[src/rtl/clock_divider_bank.sv]
// rtl/clock_divider_bank.sv - bank of independent 50% duty clock dividers with shadowed half-period loads
module clock_divider_bank #(
  parameter int N_CH     = 4,
  parameter int DIV_W    = 25,
  parameter int DEF_HALF = 25
) (
  input  logic             clk,
  input  logic             rst,
  input  logic [N_CH-1:0]  enable,
  input  logic             sync,
  input  logic             load_en,
  input  logic [3:0]       load_sel,
  input  logic [DIV_W-1:0] load_half,
  output logic [N_CH-1:0]  clock_out,
  output logic [N_CH-1:0]  tick,
  output logic [N_CH-1:0]  pending
);

  for (genvar ch = 0; ch < N_CH; ch++) begin : g_ch
    logic [DIV_W-1:0] active_half;
    logic [DIV_W-1:0] shadow_half;
    logic [DIV_W-1:0] cnt;
    logic             shadow_valid;
    logic             out_q;
    logic             tick_q;

    logic             run;
    logic             boundary;
    logic             load_hit;
    logic             restart;
    logic             apply;
    logic             next_out;

    always_comb begin
      run      = enable[ch] && (active_half != '0);
      boundary = run && (cnt == active_half - DIV_W'(1));
      load_hit = load_en && (load_sel == 4'(ch));
      // sync, idle and a natural boundary all start a fresh phase, so a pending
      // shadow can be taken over at any of them without shortening a phase.
      restart  = sync || !run || boundary;
      apply    = shadow_valid && restart;
      next_out = out_q;
      if (sync || !run) begin
        next_out = 1'b0;
      end else if (boundary) begin
        next_out = ~out_q;
      end
    end

    always_ff @(posedge clk) begin
      if (rst) begin
        active_half  <= DIV_W'(DEF_HALF);
        shadow_half  <= '0;
        shadow_valid <= 1'b0;
        cnt          <= '0;
        out_q        <= 1'b0;
        tick_q       <= 1'b0;
      end else begin
        out_q  <= next_out;
        tick_q <= next_out & ~out_q;
        if (restart) begin
          cnt <= '0;
        end else begin
          cnt <= cnt + DIV_W'(1);
        end
        if (apply) begin
          active_half <= shadow_half;
        end
        // A load in the same cycle as an apply re-arms the shadow with the new value.
        if (load_hit) begin
          shadow_half  <= load_half;
          shadow_valid <= 1'b1;
        end else if (apply) begin
          shadow_valid <= 1'b0;
        end
      end
    end

    assign clock_out[ch] = out_q;
    assign tick[ch]      = tick_q;
    assign pending[ch]   = shadow_valid;
  end

endmodule

[config.mk]
export PLATFORM = sky130hd
export DESIGN_NAME = clock_divider_bank
export DESIGN_NICKNAME = d
export VERILOG_FILES = /design/src/rtl/clock_divider_bank.sv
export SDC_FILE = /design/constraint.sdc
export NUM_CORES = 1
export LEC_CHECK = 0
export CORE_MARGIN = 2
export CORE_UTILIZATION = 55
export DETAILED_ROUTE_END_ITERATION = 6
export GPL_ROUTABILITY_DRIVEN = 0
export PLACE_DENSITY_LB_ADDON = 0.2
export SLEW_MARGIN = 40
export SYNTH_ARGS = -nofsm -noshare
export SYNTH_HDL_FRONTEND = slang
export SYNTH_SLANG_ARGS = --single-unit
[constraint.sdc]
create_clock -name clk -period 3.85 [get_ports clk]
set_input_delay 0.77 -clock clk [delete_from_list [all_inputs] [get_ports clk]]
set_output_delay 0.77 -clock clk [all_outputs]
set_load 0.01 [all_outputs]
## Word-level counts from Yosys, hierarchy flattened

Cells that the tools add are included.

| storage, ports and cells | value |
|---|---|
| flip-flop bits (word level) | 312 |
| input bits | 37 |
| output and inout port bits | 12 |
| word-level logic and storage cells | 104 |

| cells by class | value |
|---|---|
| add/subtract/negate cells | 8 |
| equality and inequality tests | 7 |
| multiplexer cells | 16 |
| bitwise logic cells | 8 |
| reductions and logical operators | 41 |

Operator list:

| kind | count |
|---|---|
| $add A25 B1 Y25 const B | 4 |
| $eq A25 B25 Y1 | 4 |
| $reduce_bool A25 Y1 | 4 |
| $sub A25 B1 Y25 const B | 4 |
| $logic_and A1 B1 Y1 | 16 |
| $mux W1 | 16 |
| $eq A4 B2 Y1 const B | 2 |
| $logic_or A1 B1 Y1 | 8 |
| $reduce_bool A2 Y1 | 4 |
| $reduce_or A2 Y1 | 4 |
| $and A1 B1 Y1 | 4 |
| $eq A4 B1 Y1 const B | 1 |
| $logic_not A1 Y1 | 4 |
| $logic_not A4 Y1 | 1 |
| $not A1 Y1 | 4 |

## Longest topological paths before layout

Gate-level depths: netlist (run 1).

| logic depth | value |
|---|---|
| word-level depth | 8 |
| gate-level depth with buffers | 13 |
| gate-level depth less buffers | 10 |

## Worst setup path after synthesis (run 1)

OpenSTA, ideal clock, no wires.

| timing path | value |
|---|---|
| path kind | register -> register |
| start | register g_ch[0].active_half[0] |
| end | register g_ch[0].active_half[10] |
| library setup time | 0.128 ns |
| arrival | 3.427 ns |
| data required time | 3.722 ns |
| path slack | 0.296 ns |
| stages on the path, launching flop included | 14 |
| path buffers | 3 |
| period minus slack after synthesis | 3.554 ns |
| cells stage by stage | dfxtp_1 clkbuf_1 inv_1 ha_1 nor4b_2 nand2_1 or4_1 a21o_1 or4_4 o31ai_2 buf_4 buf_6 mux2i_1 nor2_1 |

| between the ends | value |
|---|---|
| longest elaborated chain between the ends | 6 |
| elaborated cells between the ends (all ways) | 9 |
| those cells by class | add/sub (1); eq/ne (1); reduce/logical (7) |

RTL lines:

| what | RTL line | RTL |
|---|---|---|
| start, declared | 20 | `logic [DIV_W-1:0] active_half;` |
| start signal, assigned | 52 | `active_half <= DIV_W'(DEF_HALF);` |
| start signal, assigned | 67 | `active_half <= shadow_half;` |
| branches (longest 4 deep; another with $sub A25 B1 Y25) | -- |  |
| $logic_or A1 B1 Y1 * | 40 | `restart = sync \|\| !run \|\| boundary;` |
| $logic_and A1 B1 Y1 * | 41 | `apply = shadow_valid && restart;` |

Mark *: on every way between the ends.
A chain may end at the register's enable or synchronous reset.

## Final worst setup path (run 1)

| timing path | value |
|---|---|
| start | register g_ch[2].active_half[8] |
| end | register g_ch[2].active_half[6] |

| between the ends | value |
|---|---|
| longest elaborated chain between the ends | 6 |
| elaborated cells between the ends (all ways) | 9 |
| those cells by class | add/sub (1); eq/ne (1); reduce/logical (7) |

RTL lines:

| what | RTL line |
|---|---|
| start, declared | 20 |
| start signal, assigned | 52 |
| start signal, assigned | 67 |
| branches (longest 4 deep; another with $sub A25 B1 Y25) | -- |
| $logic_or A1 B1 Y1 * | 40 |
| $logic_and A1 B1 Y1 * | 41 |

Marked as above.

==> key figures, run 1 <==
Power and ir drop
  • VDD IR max: 446.7 uV
  • Pwr per Cell Area: 389.4 mW/mm^2
  • Leakage: 6.014 nW

GRT
  • Pin count of the biggest net entering global routing: 85
  • Initial antenna violation count: 1
  • Total track usage: 25.45%
  • Vias in the first global route: 12960
  • GRT overflow: 0
  • First-pass GRT wire length: 65180 um

Clock tree
  • Clock Latency Late Sink: 520 ps
  • Clk buf depth: 3
  • Clock Sinks: 312
  • H-tree Lvls: 2
  • Clock transition at path regs: 60 ps
  • CTS Root Cell: clkbuf_16
  • CTS Buf Count: 35
  • CTS tree: done
  • Hold Buf Count CTS: 0

Yosys
  • Cells after Synth: 2026
  • Seq cells post-synth: 312
  • Synthesized cell area: 0.01636 mm^2
  • Syn avg cell area: 8.077 um^2
  • Synth unique cells: 76
  • Post-synth EDFFs: 0
  • Synth Flop Type: dfxtp_1
  • Register area share after synthesis: 38.17%
  • Asr flop ratio synth: 0%
  • Total number of yosys warnings: 0
  • Syn_nets: 2075

Route
  • Drc violations: 0
  • 1st-iter DRT viols: 1075
  • WL final: 40270 um
  • TritonRoute pass-1 iters: 7
  • Routed Antenna Nets: 0
  • WL/cell: 16.63 um
  • Number of vias per cell: 5.744
  • Via count of the routed design: 13910

Timing
  • Period Utilization, post-route: 91.88%
  • Min cycle time layout: 3537 ps
  • Final hold vios: 0
  • RSZ-0062 raised after global routing: no
  • Measured slew at the worst slew-check pin: 701.5 ps
  • Fin Clk Skew: 15.19 ps
  • Setup TNS: 0 ps
  • Worst Slack Setup Final: 312.7 ps
  • Rel. slew slack: 52.62%
  • Fmax: 0.2827 GHz
  • Final Max Slew Viols: 0
  • Final setup viols: 0

Outcome
  • Status: finished, final reports clean

Worst hold path
  • HP Class: register to register

Finish
  • Post-Layout Cell Count: 2421
  • Core Util, Final: 61.91%
  • Design area: 0.01825 mm^2
  • Filler Cell Count: 2604
  • Layout cells sized above 1: 6.548%
  • Area delta synth->final: 11.55%
  • Nets: 2055
  • Ant diodes: 0

Place
  • Dpl cell area: 0.01698 mm^2
  • DP Wirelength: 28720 um
  • Placement Setup Slack: 343.0 ps
  • Buffers on Ports: 48
  • Placed instance count: 2359

Worst setup path
  • CP arrival: 3920 ps
  • Startpoint Class: register
  • Critical path type: register to register
  • Largest stage delay, worst path: 630 ps
  • CP delay by family, top: simple AND/OR/NAND/NOR gates
  • CP Capture Type: register
  • Worst Path Max Fanout: 28
  • Data required time of the critical path: 4230 ps
  • Crit path buf inv count: 1
  • Slowest-stage cell, CP: or4_4
  • Critical-path cell list: or3_1, or4_4, nor3_1, mux2_2, a2111o_1, o31ai_4, buf_12, mux2i_1, nor2_1

Floorplan
  • IO Pins: 49
  • Initial Utilization: 55.50%
  • Rows: 63
  • Die height: 176.5 um
  • Die area: 0.03115 mm^2
  • Die Wd: 176.5 um
  • Core area: 0.02948 mm^2

Flow run
  • Max Cap Viol: 0
-- cell usage after synthesis (28+ instances only) --
cell | count | share of area (%)
nor2_1 | 230 | 5.3
xor2_1 | 92 | 4.9
nor4_1 | 43 | 1.6
clkbuf_1 | 93 | 2.1
xnor2_1 | 123 | 6.6
dfxtp_1 | 312 | 38
a21oi_1 | 118 | 3.6
nand3_1 | 65 | 2.0
mux2i_1 | 99 | 6.1
nand2_1 | 370 | 8.5
inv_1 | 29 | 0.67
nor3_1 | 52 | 1.6
o21ai_0 | 28 | 0.86
-- flip-flops by register name, summed over array words and instances, names as in the netlist --
signal             flops
g_ch.shadow_half     100
g_ch.out_q             4
g_ch.active_half     100
g_ch.tick_q            4
g_ch.cnt             100
g_ch.shadow_valid      4
-- cell usage in the layout, fill, tap and decap left out, types with 17 or more instances in the layout --
cell type          n
and3_1            25
or3_1             24
nor3_1            50
o21ai_0           28
nor2_1           230
nand2_1          368
clkbuf_16         37
xnor2_1          123
dfxtp_1          312
inv_1             29
mux2i_1           99
a21oi_1          118
xor2_1            92
nand4_1           26
buf_4             25
nand3_1           65
or4_1             19
clkdlybuf4s50_1   47
o211ai_1          17
nor4_1            43
-- worst reg2reg max path, stage by stage (launching register included) --
cell and delay [ps]:
dfxtp_1 390, or3_1 530, or4_4 630, nor3_1 190, mux2_2 380, a2111o_1 460
o31ai_4 290, buf_12 250, mux2i_1 230, nor2_1 60
-- path summary, 6_finish.rpt --
check | slack, ps | end | start | cells after the start
setup / recovery | 310 | g_ch[2].active_half[6] | g_ch[2].active_half[8] | 9
setup reg to reg | 310 | g_ch[2].active_half[6] | g_ch[2].active_half[8] | 9
hold reg to reg | 450 | g_ch[1].shadow_half[19] | g_ch[1].shadow_half[19] | 2
hold / removal | 450 | g_ch[1].shadow_half[19] | g_ch[1].shadow_half[19] | 2
-- through the flow --
step | total power (W) | hold slack, ps
6_report | 0.007108 | 452.5
5_1_grt | 0.007323 | 472.9
4_1_cts | 0.007170 | 455.2
3_5_place_dp | 0.003557 | 447.0
3_3_place_gp | 0.003554 | 441.9
2_1_floorplan | 0.003450 | 436.0
-- routing by layer --
metal	wire length, um	global-route usage, %	part of all wire, %
met1	18460	34.78	46
met4	1358	9.539	3.4
met2	18420	40.89	46
met5	0	0	0
met3	2033	3.510	5.0
-- layout make-up --
cell class	count	area (um^2)	share of cell area (%)
clock buffers	45	985.9	5.402
clock inverters	17	270.3	1.481
inverters	30	115.1	0.6307
multi-input cells	1549	9378	51.38
flip-flops and latches	312	6246	34.22
well taps	390	488.0	2.673
repair buffers	78	769.5	4.216
-- kinds of logic (layout without fill, tap and decap cells) --
logic type,after synthesis,count (layout),share of synthesized area [%]
AOI/OAI and AO/OA,255,255,10.00
xor gates and xnor gates,216,216,11.65
adders and majority gates,12,12,0.9175
buffers and inverters,165,170,4.802
DFF,312,312,38.17
muxes,100,100,6.125
and+or+nand+nor,966,966,28.33
-- where the power goes --
group	internal, W	switching (W)
Clock	0.00228	0.00134
Sequential	0.00325	0.0000151
Combinational	0.0000769	0.000150
Total	0.00561	0.00150
-- repair_timing --
item,in CTS,in global routing
setup buffers,0,0
gates resized for setup,0,1
setup endpoints to repair,0,14
Power figures use the tool's default switching activity.
==> run 2: changes to the inputs <==
--- a/config.mk
+++ b/config.mk
@@ -10,6 +10,7 @@
 export DETAILED_ROUTE_END_ITERATION = 6
 export GPL_ROUTABILITY_DRIVEN = 0
 export PLACE_DENSITY_LB_ADDON = 0.2
+export SKIP_LAST_GASP = 1
 export SLEW_MARGIN = 40
 export SYNTH_ARGS = -nofsm -noshare
 export SYNTH_HDL_FRONTEND = slang
==> constraint.sdc (replaced) <==
create_clock -name clk -period 3.6 [get_ports clk]
set_input_delay 0.72 -clock clk [delete_from_list [all_inputs] [get_ports clk]]
set_output_delay 0.72 -clock clk [all_outputs]
set_load 0.01 [all_outputs]
==> run 2 against run 1 <==
  * Clock-buffer cell count is 6 higher
  * Combinational power grew 11%
  * Sequential share of layout area fell by 0.39 points
  * Utilization grew 0.70 points
  * Global-route usage down 0.18 points
  * Critical path type unchanged
  * Highest routed layer unchanged
==> key figures, run 2 (synthesis results as in run 1) <==
Timing
  • RSZ-0062 raised after global routing: yes
  • Measured slew at the worst slew-check pin: 766.4 ps (+64.82 ps)
  • Final hold vios: 0 (unchanged)
  • Period Utilization, post-route: 96.61% (+4.7 points)
  • Final setup viols: 0 (unchanged)
  • Worst Slack Setup Final: 122.2 ps (-190.5 ps)
  • Fin Clk Skew: 13.94 ps (-1.241 ps)
  • Fmax: 0.2875 GHz (+1.7%)
  • Rel. slew slack: 48.75% (-3.9 points)
  • Setup TNS: 0 ps (unchanged)
  • Final Max Slew Viols: 0 (unchanged)
  • Final hold slack: 453.8 ps (+1.235 ps)
  • Min cycle time layout: 3478 ps (-59.53 ps)

Route
  • Drc violations: 0 (unchanged)
  • Via count of the routed design: 13850 (-0.38%)
  • Number of vias per cell: 5.675 (-1.2%)
  • TritonRoute pass-1 iters: 6 (-1)
  • 1st-iter DRT viols: 1122 (+4.4%)
  • WL/cell: 16.49 um (-0.89%)
  • Routed Antenna Nets: 0 (unchanged)
  • WL final: 40240 um (about the same)

Worst setup path
  • Critical path type: register to register
  • Crit path capture: g_ch[3].active_half[9]
  • CP arrival: 3910 ps (about the same)
  • Reg2Reg Depth: 9 (unchanged)
  • Data required time of the critical path: 4030 ps (-200 ps)
  • Startpoint Class: register
  • CP startpoint: g_ch[3].active_half[5]
  • Reg2reg setup slack: 120 ps (-190 ps)
  • Capturing point of the worst reg2reg path: g_ch[3].active_half[9]
  • Worst r2r src: g_ch[3].active_half[5]
  • Worst Path Max Fanout: 25 (-11%)
  • CP Capture Type: register

Clock tree
  • CTS tree: done
  • CTS Buf Count: 34 (-2.9%)
  • Clock Sinks: 312 (unchanged)
  • Clock Latency Late Sink: 520 ps (about the same)
  • H-tree Lvls: 2 (unchanged)
  • CTS Root Cell: clkbuf_16
  • Clk buf depth: 3 (unchanged)
  • Clock transition at path regs: 60 ps (about the same)

Finish
  • Nets: 2077 (+1.1%)
  • Design area: 0.01846 mm^2 (+1.1%)
  • Layout cells sized above 1: 7.655% (+1.1 points)
  • Area of the multi-input gates: 0.009428 mm^2 (+0.53%)
  • Register area: 0.006246 mm^2 (unchanged)
  • Post-Layout Cell Count: 2441 (+0.83%)
  • Filler Cell Count: 2611 (+0.27%)
  • Commonest non-fill, non-tap cell in the layout: nand2_1
  • Area delta synth->final: 12.82%
  • Ant diodes: 0 (unchanged)
  • Commonest cells after routing, fill and taps aside: nand2_1 (368), dfxtp_1 (312), nor2_1 (230)
  • Largest regs: g_ch.active_half: 100 flops, g_ch.cnt: 100 flops, g_ch.shadow_half: 100 flops

GRT
  • GRT overflow: 0 (unchanged)
  • Total track usage: 25.26% (-0.18 points)
  • First-pass GRT wire length: 64480 um (-1.1%)
  • Vias in the first global route: 12730 (-1.8%)
  • Pin count of the biggest net entering global routing: 91 (+7.1%)
  • Initial antenna violation count: 0 (-1)

Floorplan
  • Rows: 63 (unchanged)
  • Core area: 0.02948 mm^2 (unchanged)
  • IO Pins: 49 (unchanged)
  • Die area: 0.03115 mm^2 (unchanged)
  • Initial Utilization: 55.50% (unchanged)
  • Die height: 176.5 um (unchanged)
  • Die Wd: 176.5 um (unchanged)

Power and ir drop
  • P_int: 0.005784 W (+3.2%)
  • Switching Fraction: 21.22% (+0.081 points)
  • Pwr per Cell Area: 397.7 mW/mm^2 (+2.1%)
  • Clk pwr share: 49.1% (-1.8 points)
  • Logic pwr share: 3.4% (+0.2 points)
  • Sw Pwr: 0.001557 W (+3.7%)
  • Leakage: 6.111 nW (+1.6%)
  • VDD IR max: 293.4 uV (-34%)
  • Flop pwr share: 47.5% (+1.6 points)

Outcome
  • Status: finished, final reports clean

Place
  • Placed instance count: 2378 (+0.81%)
  • Placement Setup Slack: 116.3 ps (-226.7 ps)
  • Dpl cell area: 0.01712 mm^2 (+0.86%)
  • DP Wirelength: 28380 um (-1.2%)
  • Buffers on Ports: 48 (unchanged)

Worst hold path
  • HP Class: register to register

Flow run
  • Max Cap Viol: 0 (unchanged)
[run 2: worst min path at each step]
stage                       startpoint                       to  cells past startpoint
2_1_floorplan  g_ch[0].shadow_half[10]  g_ch[0].shadow_half[10]                      2
3_3_place_gp    g_ch[1].shadow_half[5]   g_ch[1].shadow_half[5]                      2
3_5_place_dp    g_ch[3].shadow_half[4]   g_ch[3].shadow_half[4]                      2
4_1_cts         g_ch[3].shadow_half[4]   g_ch[3].shadow_half[4]                      2
5_1_grt        g_ch[3].shadow_half[18]  g_ch[3].active_half[18]                      2
6_report        g_ch[0].shadow_half[6]   g_ch[0].shadow_half[6]                      2
[run 2: power groups by stage]
| stage | combinational, W | sequential, W | clock [W] |
|---|---|---|---|
| final | 0.000252 | 0.00349 | 0.00360 |
| after global routing | 0.000270 | 0.00349 | 0.00380 |
| after CTS | 0.000247 | 0.00349 | 0.00366 |
| after detailed placement | 0.000246 | 0.00356 | 0 |
| after global placement | 0.000245 | 0.00356 | 0 |
| after floorplan | 0.000132 | 0.00356 | 0 |
[run 2: repair_timing]
| item | in CTS | in global routing |
|---|---|---|
| endpoints found under the setup margin | 0 | 79 |
| resized for setup | 0 | 12 |
| setup buffers | 0 | 1 |
| hold buffers | 0 | 0 |
[run 2: critical path, stage by stage, from the launching register on]
cell	delay, ps
dfxtp_1	380
or4_1	700
nor4_2	290
xnor2_1	140
or4_1	550
nor4_1	460
nand3_1	210
o21ai_4	210
buf_12	220
mux2i_1	210
[run 2: metrics by stage]
stage          total power, W  util [%]
6_report             0.007341     62.62
3_5_place_dp         0.003809     58.08
5_1_grt              0.007556     62.62
2_1_floorplan        0.003689         -
4_1_cts              0.007395     62.04
3_3_place_gp         0.003807     58.08
[run 2: area by class of cell]
class                      count  area share [%]
clock inverter                 8          0.6371
multi-input combinational   1549           51.07
timing repair buffer         101           5.524
inverter                      30          0.6100
clock buffer                  51           5.680
tap                          390           2.643
sequential                   312           33.83
[run 2: metal layers]
metal	vias up	GRT usage [%]	wire (um)
met4	0	9.022	1338
li1	6972	-	-
met1	6440	34.59	18520
met3	82	3.424	2056
met2	359	40.79	18320
met5	-	0	0
==> run 3: changes to the inputs <==
==> constraint.sdc (replaced) <==
create_clock -name clk -period 3.6 [get_ports clk]
set_input_delay 0.36 -clock clk [delete_from_list [all_inputs] [get_ports clk]]
set_output_delay 0.36 -clock clk [all_outputs]
set_load 0.01 [all_outputs]
==> run 3 against run 2 <==
  * Final cell count increased by 0.16%
  * First-iteration DRC count increased by 9.6%
  * Worst hold slack got worse by 180 ps
  * Register-to-register slack got worse by 30 ps
  * Critical path depth rose by 3
  * Largest cell class unchanged
  * Design area up 0.54%
  * Die area unchanged
  * Clock power increased by 6.4%
==> key figures, run 3 (synthesis results as in run 1) <==
Timing
  • Fin Clk Skew: 16.29 ps (+2.343 ps)
  • Final hold vios: 0 (unchanged)
  • Min cycle time layout: 3510 ps (+32.51 ps)
  • Final hold slack: 275.2 ps (-178.6 ps)
  • Rel. slew slack: 47.76% (-0.99 points)
  • Final setup viols: 0 (unchanged)
  • Period Utilization, post-route: 97.51% (+0.90 points)
  • Measured slew at the worst slew-check pin: 777.6 ps (+11.25 ps)
  • Final Max Slew Viols: 0 (unchanged)
  • Setup TNS: 0 ps (unchanged)
  • Fmax: 0.2849 GHz (-0.93%)

Worst setup path
  • CP startpoint: g_ch[0].active_half[0]
  • Reg2Reg Depth: 12 (+3)
  • Critical path type: register to register
  • Startpoint Class: register
  • CP Capture Type: register
  • Critical-path cell list: inv_1, ha_1, or4b_4, or4_1, o31ai_2, o211ai_1, or4_4, o31ai_4, buf_4, clkbuf_16, mux2i_1, nor2_1
  • Capturing point of the worst reg2reg path: g_ch[0].active_half[8]
  • Reg2reg setup slack: 90 ps (-30 ps)
  • Worst r2r src: g_ch[0].active_half[0]
  • Data required time of the critical path: 3970 ps (-60 ps)
  • Slowest-stage cell, CP: or4_4
  • Largest stage delay, worst path: 560 ps (-140 ps)
  • CP arrival: 3880 ps (-30 ps)
  • Worst Path Max Fanout: 7 (-72%)

Finish
  • Commonest non-fill, non-tap cell in the layout: nand2_1
  • Post-Layout Cell Count: 2445 (+0.16%)
  • Core Util, Final: 62.95% (+0.34 points)
  • Layout cells sized above 1: 7.883% (+0.23 points)
  • Largest regs: g_ch.active_half: 100 flops, g_ch.cnt: 100 flops, g_ch.shadow_half: 100 flops
  • Nets: 2080 (+0.14%)
  • Ant diodes: 0 (unchanged)
  • Filler Cell Count: 2589 (-0.84%)
  • Area delta synth->final: 13.42%
  • Commonest cells after routing, fill and taps aside: nand2_1 (368), dfxtp_1 (311), nor2_1 (230)

Clock tree
  • CTS Root Cell: clkbuf_16
  • Clk buf depth: 3 (unchanged)
  • CTS Buf Count: 34 (unchanged)
  • CTS tree: done
  • Clock transition at path regs: 60 ps (about the same)
  • Clock Sinks: 312 (unchanged)
  • Clock Latency Late Sink: 510 ps (about the same)
  • Hold Buf Count CTS: 0 (unchanged)
  • H-tree Lvls: 2 (unchanged)

GRT
  • GRT overflow: 0 (unchanged)
  • Initial antenna violation count: 0 (unchanged)
  • Vias in the first global route: 12890 (+1.3%)
  • Pin count of the biggest net entering global routing: 70 (-23%)
  • Total track usage: 25.56% (+0.30 points)
  • First-pass GRT wire length: 65520 um (+1.6%)

Route
  • Drc violations: 0 (unchanged)
  • WL final: 40910 um (+1.7%)
  • TritonRoute pass-1 iters: 6 (unchanged)
  • WL/cell: 16.73 um (+1.5%)
  • Routed Antenna Nets: 0 (unchanged)
  • Number of vias per cell: 5.769 (+1.7%)
  • Via count of the routed design: 14110 (+1.8%)
  • 1st-iter DRT viols: 1230 (+9.6%)

Worst hold path
  • Worst Hold End: g_ch[2].shadow_valid
  • Hold_sp: rst
  • HP Class: input port to register
  • Hold Path Depth: 2 (unchanged)

Floorplan
  • IO Pins: 49 (unchanged)
  • Initial Utilization: 55.50% (unchanged)
  • Rows: 63 (unchanged)
  • Die area: 0.03115 mm^2 (unchanged)
  • Core area: 0.02948 mm^2 (unchanged)
  • Die Wd: 176.5 um (unchanged)
  • Die height: 176.5 um (unchanged)

Power and ir drop
  • Pwr per Cell Area: 407.7 mW/mm^2 (+2.5%)
  • Total power: 0.007567 W (+3.1%)
  • Leakage: 6.176 nW (+1.1%)
  • VDD IR max: 316.4 uV (+7.8%)

Flow run
  • Max Cap Viol: 0 (unchanged)

Outcome
  • Status: finished, final reports clean

Place
  • Buffers on Ports: 48 (unchanged)
  • Placed instance count: 2377 (-0.042%)
  • DP Wirelength: 28530 um (+0.52%)
run 3: cell type report:
cell class / instances / area, um^2 / area share [%]
timing repair buffer: 104 / 1056 / 5.690
sequential: 312 / 6247 / 33.66
inverter: 30 / 112.6 / 0.6068
tap: 390 / 488.0 / 2.629
multi-input combinational: 1549 / 9408 / 50.69
clock buffer: 50 / 1045 / 5.629
clock inverter: 10 / 202.7 / 1.092
run 3: report_power, final:
part           switching, W  total, W  internal [W]
Combinational      0.000164  0.000253     0.0000888
Sequential        0.0000156   0.00349       0.00347
Clock               0.00139   0.00383       0.00244
run 3: per-layer routing:
metal,track usage (%),vias up,share of wire (%)
met4,9.229,0,3.5
li1,-,6994,-
met1,35.35,6639,46
met3,2.864,91,4.5
met5,0,-,0
met2,41.24,382,46
run 3: stage by stage:
stage | setup slack (ps) | cell area (um^2)
finish | 89.71 | 18560
global route | -46.80 | 18560
CTS | 132.6 | 18380
detailed placement | 139.7 | 17140
global placement | 214.8 | 17130
floorplan | 45.78 | 16360
run 3: worst max-delay path by stage:
stage / to / slack, ps
after floorplan: g_ch[0].active_half[10] / 50
after global placement: g_ch[0].cnt[13] / 210
after detailed placement: g_ch[0].active_half[14] / 140
after CTS: g_ch[0].active_half[14] / 130
after global routing: g_ch[0].active_half[8] / -50
final: g_ch[0].active_half[8] / 90
run 3: repair_timing:
action / 4_1_cts / 5_1_grt
setup endpoints to repair: 0 / 71
resized for setup: 0 / 8
buffers inserted: 0 / 4
run 3: critical path: cells and delay by family (launching register included):
family,cells,cell delay (ps)
and+or+nand+nor,4,1570
AOI/OAI and AO/OA,3,600
buffers and inverters,3,450
DFF,1,310
muxes,1,230
adders and majority gates,1,210
